**config.mk**
```make
export PLATFORM = sky130hd
export DESIGN_NAME = xmul_carry_norm
export DESIGN_NICKNAME = d
export VERILOG_FILES = /design/src/rtl/xmul_carry_norm.sv
export SDC_FILE = /design/constraint.sdc
export NUM_CORES = 1
export LEC_CHECK = 0
export CELL_PAD_IN_SITES_DETAIL_PLACEMENT = 1
export CELL_PAD_IN_SITES_GLOBAL_PLACEMENT = 1
export CORE_AREA = 2 2 126 128
export DETAILED_ROUTE_END_ITERATION = 7
export DIE_AREA = 0 0 128 130
export HOLD_SLACK_MARGIN = 0.03
export PLACE_DENSITY = 0.82
export SLEW_MARGIN = 25
export SYNTH_ARGS = -nofsm -noshare
export SYNTH_HDL_FRONTEND = slang
export SYNTH_SLANG_ARGS = --single-unit
```
**constraint.sdc**
```tcl
create_clock -name clock -period 9.2 [get_ports clock]
set_clock_uncertainty 0.2 [all_clocks]
set_input_delay 0.92 -clock clock [delete_from_list [all_inputs] [get_ports clock]]
set_output_delay 0.92 -clock clock [all_outputs]
set_load 0.005 [all_outputs]
```
**src/rtl/xmul_carry_norm.sv**
```systemverilog
// rtl/xmul_carry_norm.sv - carry-normalisation stage for reduced-radix column accumulators
// Splits each 64-bit column into a canonical limb plus a running carry, and closes each packet with a carry limb.
module xmul_carry_norm #(
    parameter int LIMB_W = 57,
    parameter int NLIMBS = 9
) (
    input  logic        clock,
    input  logic        reset,
    input  logic        in_valid,
    output logic        in_ready,
    input  logic [63:0] in_data,
    input  logic        in_first,
    input  logic        in_last,
    input  logic [4:0]  in_tag,
    output logic        out_valid,
    input  logic        out_ready,
    output logic [63:0] out_data,
    output logic        out_last,
    output logic [4:0]  out_tag,
    output logic        busy,
    output logic        err
);

    localparam int CARRY_W = 65 - LIMB_W;
    localparam int CNT_W   = $clog2(NLIMBS + 1);

    localparam logic [1:0] ST_IDLE  = 2'd0;
    localparam logic [1:0] ST_RUN   = 2'd1;
    localparam logic [1:0] ST_CARRY = 2'd2;

    logic [1:0]         state_q, state_d;
    logic [CARRY_W-1:0] carry_q, carry_d;
    logic [4:0]         tag_q, tag_d;
    logic [CNT_W-1:0]   count_q, count_d;
    logic               out_valid_q, out_valid_d;
    logic [63:0]        out_data_q, out_data_d;
    logic               out_last_q, out_last_d;
    logic [4:0]         out_tag_q, out_tag_d;
    logic               err_q, err_d;

    logic               accept;
    logic               reg_free;
    logic               eff_first;
    logic [CARRY_W-1:0] add_carry;
    logic [64:0]        sum;

    // The output register may be refilled whenever it is empty or being drained this cycle.
    assign reg_free  = !out_valid_q || out_ready;
    assign in_ready  = (state_q != ST_CARRY) && reg_free;
    assign accept    = in_valid && in_ready;

    // A stray beat while idle is treated as a packet start so the stream can resynchronise.
    assign eff_first = in_first || (state_q == ST_IDLE);
    assign add_carry = eff_first ? '0 : carry_q;
    assign sum       = {1'b0, in_data} + {{(65 - CARRY_W){1'b0}}, add_carry};

    always_comb begin
        state_d     = state_q;
        carry_d     = carry_q;
        tag_d       = tag_q;
        count_d     = count_q;
        out_valid_d = out_valid_q;
        out_data_d  = out_data_q;
        out_last_d  = out_last_q;
        out_tag_d   = out_tag_q;
        err_d       = err_q;

        if (out_valid_q && out_ready) begin
            out_valid_d = 1'b0;
        end

        if (accept) begin
            out_valid_d = 1'b1;
            out_data_d  = {{(64 - LIMB_W){1'b0}}, sum[LIMB_W-1:0]};
            out_last_d  = 1'b0;
            out_tag_d   = eff_first ? in_tag : tag_q;
            carry_d     = sum[64:LIMB_W];
            state_d     = in_last ? ST_CARRY : ST_RUN;

            if (eff_first) begin
                tag_d   = in_tag;
                count_d = {{(CNT_W - 1){1'b0}}, 1'b1};
            end else if (count_q != '1) begin
                count_d = count_q + {{(CNT_W - 1){1'b0}}, 1'b1};
            end

            if ((state_q == ST_IDLE) && !in_first) begin
                err_d = 1'b1;
            end
            if ((state_q == ST_RUN) && in_first) begin
                err_d = 1'b1;
            end
            if (!eff_first && !in_last && (count_q == CNT_W'(NLIMBS))) begin
                err_d = 1'b1;
            end
        end else if ((state_q == ST_CARRY) && reg_free) begin
            out_valid_d = 1'b1;
            out_data_d  = {{(64 - CARRY_W){1'b0}}, carry_q};
            out_last_d  = 1'b1;
            out_tag_d   = tag_q;
            state_d     = ST_IDLE;
        end
    end

    always_ff @(posedge clock) begin
        if (reset) begin
            state_q     <= ST_IDLE;
            carry_q     <= '0;
            tag_q       <= '0;
            count_q     <= '0;
            out_valid_q <= 1'b0;
            out_data_q  <= '0;
            out_last_q  <= 1'b0;
            out_tag_q   <= '0;
            err_q       <= 1'b0;
        end else begin
            state_q     <= state_d;
            carry_q     <= carry_d;
            tag_q       <= tag_d;
            count_q     <= count_d;
            out_valid_q <= out_valid_d;
            out_data_q  <= out_data_d;
            out_last_q  <= out_last_d;
            out_tag_q   <= out_tag_d;
            err_q       <= err_d;
        end
    end

    assign out_valid = out_valid_q;
    assign out_data  = out_data_q;
    assign out_last  = out_last_q;
    assign out_tag   = out_tag_q;
    assign err       = err_q;
    assign busy      = (state_q != ST_IDLE) || out_valid_q;

endmodule

```
==> results.toml, run 1 <==
[global_route]
track_usage_pct = 19.2
grt_pass1_wl_mm = 24.9
first_global_vias = 4796
antenna_found_initial = 0
grt_max_degree = 47
grt-ovfl-total = 0

[run_status]
status = "complete, no violations"

[sta]
slew_violations = 0
hold_violations = 0
slew_headroom_pct = 33.7
period_share_pct = 47.6
timing.hold.ws_ns = 0.257
final.setup.tns_ns = 0
post-route-min-period_ns = 4.38
setup_violations = 0
rsz0062_at_grt = "false"
tightest_slew_ns = 0.995
timing.fmax_mhz = 228

[routing]
drt_pass1_iterations = 4
drt-total-wl_mm = 15.7
postRouteAntennaNets = 0
drc_errors = 0
via_per_inst = 5.23
num_vias = 4529
drtIter0Drc = 230
wl_per_cell_um = 18.1

[layout]
drive_above_1_share_pct = 5.49
seq_area_um2 = 1680
areaGrowthSynthToFinish_pct = 42.9
antennaDiodeCount = 0
nets = 755
fillers = 1800
multi_input_area_um2 = 2690

[pwr]
ir_drop_mv = 0.0645
total_power_mw = 1.01
power.density_nw_per_um2 = 157
p_leak_nw = 2.30

[setup_path]
critPathArrivalTime_ns = 4.46
crit_family = "simple AND/OR/NAND/NOR gates"
start_kind = "input pin"
endpoint = "carry_q[7]$_SDFFE_PP0P_"
cp-end-kind = "register"
critPathRequiredTime_ns = 9.28
crit_fanout = 11
max_stage_delay_ns = 0.72
path_class = "input pin to register"
crit_cells = 11
worst-path-buf-inv = 1
r2r_cells = 11
critPathSlowestCell = "a2111oi_4"
crit_path_start = "in_first"
reg2reg_to = "carry_q[7]$_SDFFE_PP0P_"
r2r_start = "state_q[0]$_SDFFE_PP0P_"
cp_cell_sequence = "clkdlybuf4s50_1, nor2_1, and2_1, ha_1, fa_1, a211oi_1, o21a_2, a2111oi_4, nand3_2, or4_1, a21oi_1"
r2r_slack_ns = 5.36

[yosys]
yosys_register_bits = 84
async_flop_share_pct = 0
synth_largest_type_area_fraction_pct = 37.3
synth_cell_types = 54
ys_warn_count = 0
synth_cells = 539
synth_top_cells_by_area = "dfxtp_1, xor2_1, o21ai_0, nand2_1, nor2_1"
ys_seq_area_share_pct = 37.3
yosysMostFrequentCell = "dfxtp_1"
synth_edf_count = 0
syn_area_um2 = 4510
synth_top_area_cell = "dfxtp_1"
ys.flop_type = "dfxtp_1"
avgSynthCellArea_um2 = 8.37
yosys-top-cells-count = "dfxtp_1, nand2_1, o21ai_0"

[clocking]
hold_buffers = 0
ctsLongestPathBuffers = 2
cts_post_setup_buffers_inserted = 0
root_buffer = "clkbuf_16"
clock_sinks = 84
numCtsBuffers = 9
clk-insertion-delay-late_ns = 0.35
cts_tree = "yes"
cts.reportedPaths.clkPinSlew_ns = 0.07
cts-resized-gates = 0
ctsHtreeMaxLevel = 3

[floorplan]
pin_count = 149
die-width_um = 128
die_y_um = 130
start_util_pct = 29.2
die_area_um2 = 16600
rows = 46
coreArea_um2 = 15400

[placement]
portBuffers = 141
dp_hpwl_mm = 11.8
gp_congestion = 0.847

[worst_hold_path]
hold_class = "register to register"
min_from = "out_data[47]$_SDFFE_PP0P_"

[run]
drv_cap = 0
layout by cell type (no fill, tap or decap), drive strengths merged, types with 10 or more instances in the layout:
cell type / count
ha: 10
a21oi: 13
dfxtp: 84
a211oi: 14
xnor2: 14
and2: 12
xor2: 43
nand4: 17
clkbuf: 10
o2111ai: 12
and3: 12
nor2: 48
nand2: 62
clkdlybuf4s50: 141
nand3: 22
o21ai: 54
flip-flops by register name, summed over array words and instances, names as in the netlist:
signal and cells:
out_data 57, carry_q 8, out_tag 5, tag_q 5, count_q 4, state_q 2, err 1, out_last 1
out_valid 1
worst min-delay path by stage:
stage                                endpoint  slack, ns  depth (start not counted)
floorplan             carry_q[7]$_SDFFE_PP0P_       0.24                          2
global placement    out_data[32]$_SDFFE_PP0P_       0.24                          2
detailed placement  out_data[42]$_SDFFE_PP0P_       0.25                          2
CTS                 out_data[47]$_SDFFE_PP0P_       0.27                          2
global route        out_data[47]$_SDFFE_PP0P_       0.29                          2
finish              out_data[47]$_SDFFE_PP0P_       0.26                          2
power by group:
part           switching [mW]  internal, mW  total, mW
Combinational          0.0823        0.0971      0.179
Sequential             0.0166         0.390      0.407
Clock                   0.157         0.266      0.423
Total                   0.256         0.754       1.01
worst register-to-register path: stages, from the launching register on:
cell and delay [ns]:
dfxtp_1 0.44, nor2_1 0.09, nor2_1 0.46, and2_1 0.22, ha_1 0.20, fa_1 0.26
a211oi_1 0.10, o21a_2 0.29, a2111oi_4 0.72, nand3_2 0.18, or4_1 0.45, a21oi_1 0.17
kinds of logic after synthesis:
| family | Yosys count | share of synthesized area (%) |
|---|---|---|
| AOI/OAI and AO/OA | 129 | 19.3 |
| xor gates and xnor gates | 57 | 11.1 |
| adders and majority gates | 11 | 3.22 |
| buffers and inverters | 39 | 3.88 |
| DFF | 84 | 37.3 |
| muxes | 8 | 1.78 |
| other | 1 | 0.0831 |
| and+or+nand+nor | 210 | 23.4 |
final cells by class:
type	instances	area share (%)
Inverter	5	0.291
Tap cell	192	3.73
Sequential cell	84	26.1
Timing Repair Buffer	147	22.9
Clock inverter	6	1.73
Multi-Input combinational cell	422	41.7
Clock buffer	10	3.55
metrics by stage:
stage,setup slack [ns],std cells,utilization (%),area (um^2)
after global placement,4.71,849,39.4,6080
after detailed placement,4.54,850,39.6,6110
after global routing,4.62,866,41.8,6450
after CTS,4.90,866,41.8,6450
final,4.82,866,41.8,6450
after floorplan,5.58,545,-,4530
per-layer routing:
layer | GRT usage [%] | vias to the layer above | routed length, um
met5 | 0 | - | 0
met4 | 6.59 | 0 | 259
met3 | 5.99 | 17 | 925
met2 | 33.8 | 108 | 7810
met1 | 22.2 | 2205 | 6710
li1 | - | 2199 | -
Note: power is estimated with default switching activity, not from simulation.
==> inputs of run 2 (changes only) <==
Settings changed: PLACE_DENSITY 0.82 to 0.84.
Clock period 9.2 ns to 4 ns, I/O delays scaled along.
==> results.toml, run 2 (synthesis gave the netlist of run 1 again) <==
[pwr]
p_sw_mw = 0.590
p_comb_share_pct = 18.1
power.density_nw_per_um2 = 355
ir_drop_mv = 0.234
clockPowerShare_pct = 41.3
internal_power_mw = 1.72
power.share.sequential_pct = 40.5
p_leak_nw = 2.34
switching_share_pct = 25.5

[floorplan]
coreArea_um2 = 15400
rows = 46
pin_count = 149
start_util_pct = 29.2
die-width_um = 128
die_y_um = 130
die_area_um2 = 16600

[layout]
drive_above_1_share_pct = 6.73
final_cell_mix = "clkdlybuf4s50_1, dfxtp_1, nand2_1, o21ai_0, nor2_1"
nets = 764
fillers = 1811
utilization_pct = 42.2
multi_input_area_um2 = 2690
final_common_cell = "clkdlybuf4s50_1"
antennaDiodeCount = 0
largest_reg_flops = 57
areaGrowthSynthToFinish_pct = 44.4
instances_no_fill = 875
seq_area_um2 = 1680

[clocking]
numCtsBuffers = 9
ctsLongestPathBuffers = 2
cts_tree = "yes"
clock_sinks = 84
ctsHtreeMaxLevel = 3
cts-resized-gates = 0
hold_buffers = 0
cts_post_setup_buffers_inserted = 0
root_buffer = "clkbuf_16"
cts.reportedPaths.clkPinSlew_ns = 0.06
clk-insertion-delay-late_ns = 0.35

[placement]
dp_hpwl_mm = 12.7
portBuffers = 141
gp_congestion = 0.849
dp.cells = 859

[sta]
final.setup.tns_ns = 0
period_share_pct = 82.8
hold_violations = 0
post-route-min-period_ns = 3.31
timing.fmax_mhz = 302
rsz0062_at_grt = "false"
tightest_slew_ns = 0.858
setup_violations = 0
slew_violations = 0
slew_headroom_pct = 42.6

[setup_path]
r2r_slack_ns = 0.74
worst-path-buf-inv = 1
reg2reg_to = "carry_q[3]$_SDFFE_PP0P_"
critPathArrivalTime_ns = 3.38
path_class = "input pin to register"
max_stage_delay_ns = 0.51
cp_cell_sequence = "clkdlybuf4s50_1, nor2_1, and2_1, ha_1, fa_1, a211oi_1, o21a_2, a2111oi_4, nand3_2, or3_1, a311oi_1"
crit_family = "compound AO/OA/AOI/OAI gates"
r2r_start = "state_q[0]$_SDFFE_PP0P_"
critPathSlowestCell = "a2111oi_4"
start_kind = "input pin"
cp-end-kind = "register"
critPathRequiredTime_ns = 4.06
r2r_cells = 11
crit_fanout = 6

[global_route]
antenna_found_initial = 0
grt_max_degree = 35
grt-ovfl-total = 0
first_global_vias = 4835
track_usage_pct = 19.8
grt_pass1_wl_mm = 25.7

[worst_hold_path]
holdPathStages = 2
min_from = "out_data[44]$_SDFFE_PP0P_"
hold_class = "register to register"
whs_endpoint = "out_data[44]$_SDFFE_PP0P_"

[routing]
drc_errors = 0
drt_pass1_iterations = 4
postRouteAntennaNets = 0
wl_per_cell_um = 18.6
via_per_inst = 5.18
num_vias = 4535
drt-total-wl_mm = 16.2
drtIter0Drc = 221

[run_status]
status = "complete, no violations"

[run]
drv_cap = 0
[run 2: changes by cell type in the layout (fill, tap and decap cells not counted), sizes merged]
cell and delta:
clkinv -1, buf +9, inv -1, clkbuf +3, bufinv -1
[run 2: cell type report]
type / instances / share of cell area [%]
Clock buffer: 13 / 4.15
Clock inverter: 3 / 1.04
Inverter: 5 / 0.288
Multi-Input combinational cell: 422 / 41.3
Sequential cell: 84 / 25.8
Tap cell: 192 / 3.69
Timing Repair Buffer: 156 / 23.7
[run 2: metal layers]
metal	GRT usage, %	wire, um	vias to the layer above
met3	5.58	1050	22
met4	7.05	312	0
met2	35.6	8200	133
met5	0	0	-
met1	22.6	6680	2170
li1	-	-	2210
[run 2: worst max-delay path by stage]
stage | from | to | slack (ns) | cells past startpoint
after global routing | state_q[0]$_SDFFE_PP0P_ | carry_q[3]$_SDFFE_PP0P_ | 0.35 | 11
final | in_first | carry_q[3]$_SDFFE_PP0P_ | 0.69 | 11
after floorplan | state_q[0]$_SDFFE_PP0P_ | carry_q[3]$_SDFFE_PP0P_ | 0.87 | 12
after global placement | in_first | carry_q[3]$_SDFFE_PP0P_ | 0.44 | 11
after CTS | in_first | carry_q[3]$_SDFFE_PP0P_ | 0.70 | 11
after detailed placement | in_first | carry_q[3]$_SDFFE_PP0P_ | 0.34 | 11
[run 2: power by group through the flow]
| stage | sequential, mW | clock (mW) | combinational [mW] |
|---|---|---|---|
| 2_1_floorplan | 0.950 | 0 | 0.165 |
| 3_3_place_gp | 0.953 | 0 | 0.401 |
| 3_5_place_dp | 0.956 | 0 | 0.419 |
| 4_1_cts | 0.938 | 0.968 | 0.423 |
| 5_1_grt | 0.945 | 1.01 | 0.455 |
| 6_report | 0.937 | 0.956 | 0.419 |
[run 2: per-stage QoR]
| stage | setup WS (ns) | instance area [um^2] | power, mW | hold slack, ns |
|---|---|---|---|---|
| final | 0.687 | 6510 | 2.31 | 0.257 |
| after global routing | 0.354 | 6510 | 2.41 | 0.292 |
| after CTS | 0.698 | 6510 | 2.33 | 0.263 |
| after detailed placement | 0.344 | 6170 | 1.38 | 0.248 |
| after global placement | 0.443 | 6150 | 1.35 | 0.239 |
| after floorplan | 0.869 | 4530 | 1.12 | 0.240 |
[run 2: tightest hold or removal path, stage by stage (launching register included)]
cell and delay [ns]:
dfxtp_1 0.32, nand2_1 0.04, o21ai_0 0.06
==> inputs of run 3 (changes only) <==
Settings changed: PLACE_DENSITY 0.84 to 0.82.
Clock period 4 ns to 3.2 ns, I/O delays scaled along.
==> results.toml, run 3 (synthesis gave the netlist of run 1 again) <==
[worst_hold_path]
min_from = "out_data[23]$_SDFFE_PP0P_"
hold_class = "register to register"
whs_endpoint = "out_data[23]$_SDFFE_PP0P_"
holdPathStages = 2

[layout]
antennaDiodeCount = 0
instances_no_fill = 905
nets = 794
areaGrowthSynthToFinish_pct = 48.8
fin_area_um2 = 6710
drive_above_1_share_pct = 11.1
largest_reg_flops = 57
final_common_cell = "clkdlybuf4s50_1"
final_cell_mix = "clkdlybuf4s50_1, dfxtp_1, nand2_1, o21ai_0, nor2_1"
utilization_pct = 43.5

[pwr]
internal_power_mw = 2.05
clockPowerShare_pct = 37.9
p_comb_share_pct = 19.8
switching_share_pct = 26.0
p_sw_mw = 0.719
power.share.sequential_pct = 42.3
ir_drop_mv = 0.240
power.density_nw_per_um2 = 412
p_leak_nw = 2.46

[run]
drv_cap = 0

[floorplan]
coreArea_um2 = 15400
die_area_um2 = 16600
start_util_pct = 29.2
rows = 46
die-width_um = 128
die_y_um = 130
pin_count = 149

[placement]
dp_hpwl_mm = 12.5
portBuffers = 141
dpl_cell_area_um2 = 6390
dp.cells = 889
gp_congestion = 0.843

[clocking]
numCtsBuffers = 9
ctsLongestPathBuffers = 2
hold_buffers = 0
clock_sinks = 84
cts.reportedPaths.clkPinSlew_ns = 0.06
root_buffer = "clkbuf_16"
clk-insertion-delay-late_ns = 0.34
cts_tree = "yes"
ctsHtreeMaxLevel = 3

[routing]
drc_errors = 0
drtIter0Drc = 168
drt_pass1_iterations = 5
postRouteAntennaNets = 0
drt-total-wl_mm = 16.0
via_per_inst = 5.15
num_vias = 4660
wl_per_cell_um = 17.7

[run_status]
status = "complete, no violations"

[sta]
slew_headroom_pct = 51.5
slew_violations = 0
post-route-min-period_ns = 3.02
tightest_slew_ns = 0.725
setup_violations = 0
period_share_pct = 94.4
timing.hold.ws_ns = 0.257
timing.fmax_mhz = 331
hold_violations = 0

[setup_path]
max_stage_delay_ns = 0.44
critPathSlowestCell = "clkdlybuf4s50_1"
path_class = "input pin to register"
cp_cell_sequence = "clkdlybuf4s50_1, nor2_2, and2_1, ha_1, fa_1, a211oi_1, o21a_2, a2111oi_4, buf_4, buf_4, nand4_1, xor2_1, o21ai_0"
r2r_start = "state_q[1]$_SDFFE_PP0P_"
r2r_cells = 13
cp-end-kind = "register"
start_kind = "input pin"
r2r_slack_ns = 0.21
critPathArrivalTime_ns = 3.08
critPathRequiredTime_ns = 3.26
critPathMostFrequentCell = "buf_4"
reg2reg_to = "out_data[48]$_SDFFE_PP0P_"
crit_fanout = 6

[global_route]
grt_pass1_wl_mm = 25.4
grt-ovfl-total = 0
grt_max_degree = 49
first_global_vias = 4986
antenna_found_initial = 0
track_usage_pct = 19.4
run 3: changes by cell type in the layout (fill, tap and decap cells not counted), sizes merged:
cell,before,now
clkinvlp,1,0
clkinv,0,3
buf,15,45
clkbuf,13,12
bufinv,2,1
run 3: repair_timing:
| item | 4_1_cts | 5_1_grt |
|---|---|---|
| endpoints found under the setup margin | 0 | 13 |
| buffers inserted | 0 | 0 |
| resized for setup | 0 | 5 |
run 3: worst max-delay path, delay by kind of cell:
family	cells	cell delay (ns)
xor gates and xnor gates	1	0.19
and+or+nand+nor	3	0.48
adders and majority gates	2	0.42
buffers and inverters	3	0.79
AOI/OAI and AO/OA	4	0.87
run 3: power by group through the flow:
stage	registers [mW]	clock network, mW	logic (mW)
CTS	1.17	1.08	0.548
finish	1.17	1.05	0.548
floorplan	1.19	0	0.206
global placement	1.19	0	0.525
global route	1.18	1.13	0.596
detailed placement	1.19	0	0.544
run 3: metal layers:
metal	vias to the layer above	track usage, %	share of wire, %
met2	108	35.4	51
li1	2265	-	-
met5	-	0	0
met3	12	6.31	5.7
met1	2275	21.7	42
met4	0	5.49	1.4
run 3: stage by stage:
step                      power (mW)  setup TNS (ns)  setup WS (ns)
after detailed placement        1.74           -4.02         -0.246
after CTS                       2.80               0         0.0742
after floorplan                 1.39               0         0.0691
after global placement          1.71          -0.772        -0.0753
final                           2.77               0          0.179
after global routing            2.91         -0.0100        -0.0100
run 3: cell type report:
type                            instances  area, um^2
Tap cell                              192         240
Clock buffer                           12         246
Inverter                                5        18.8
Timing Repair Buffer                  186        1760
Sequential cell                        84        1680
Clock inverter                          4        48.8
Fill cell                            1797        8710
Multi-Input combinational cell        422        2710
run 3: worst max path at each step:
stage	startpoint	end	cells past startpoint
2_1_floorplan	state_q[0]$_SDFFE_PP0P_	carry_q[3]$_SDFFE_PP0P_	12
3_3_place_gp	in_first	carry_q[1]$_SDFFE_PP0P_	12
3_5_place_dp	in_first	out_data[48]$_SDFFE_PP0P_	13
4_1_cts	in_first	out_data[48]$_SDFFE_PP0P_	13
5_1_grt	in_first	out_data[48]$_SDFFE_PP0P_	13
6_report	in_first	out_data[48]$_SDFFE_PP0P_	13
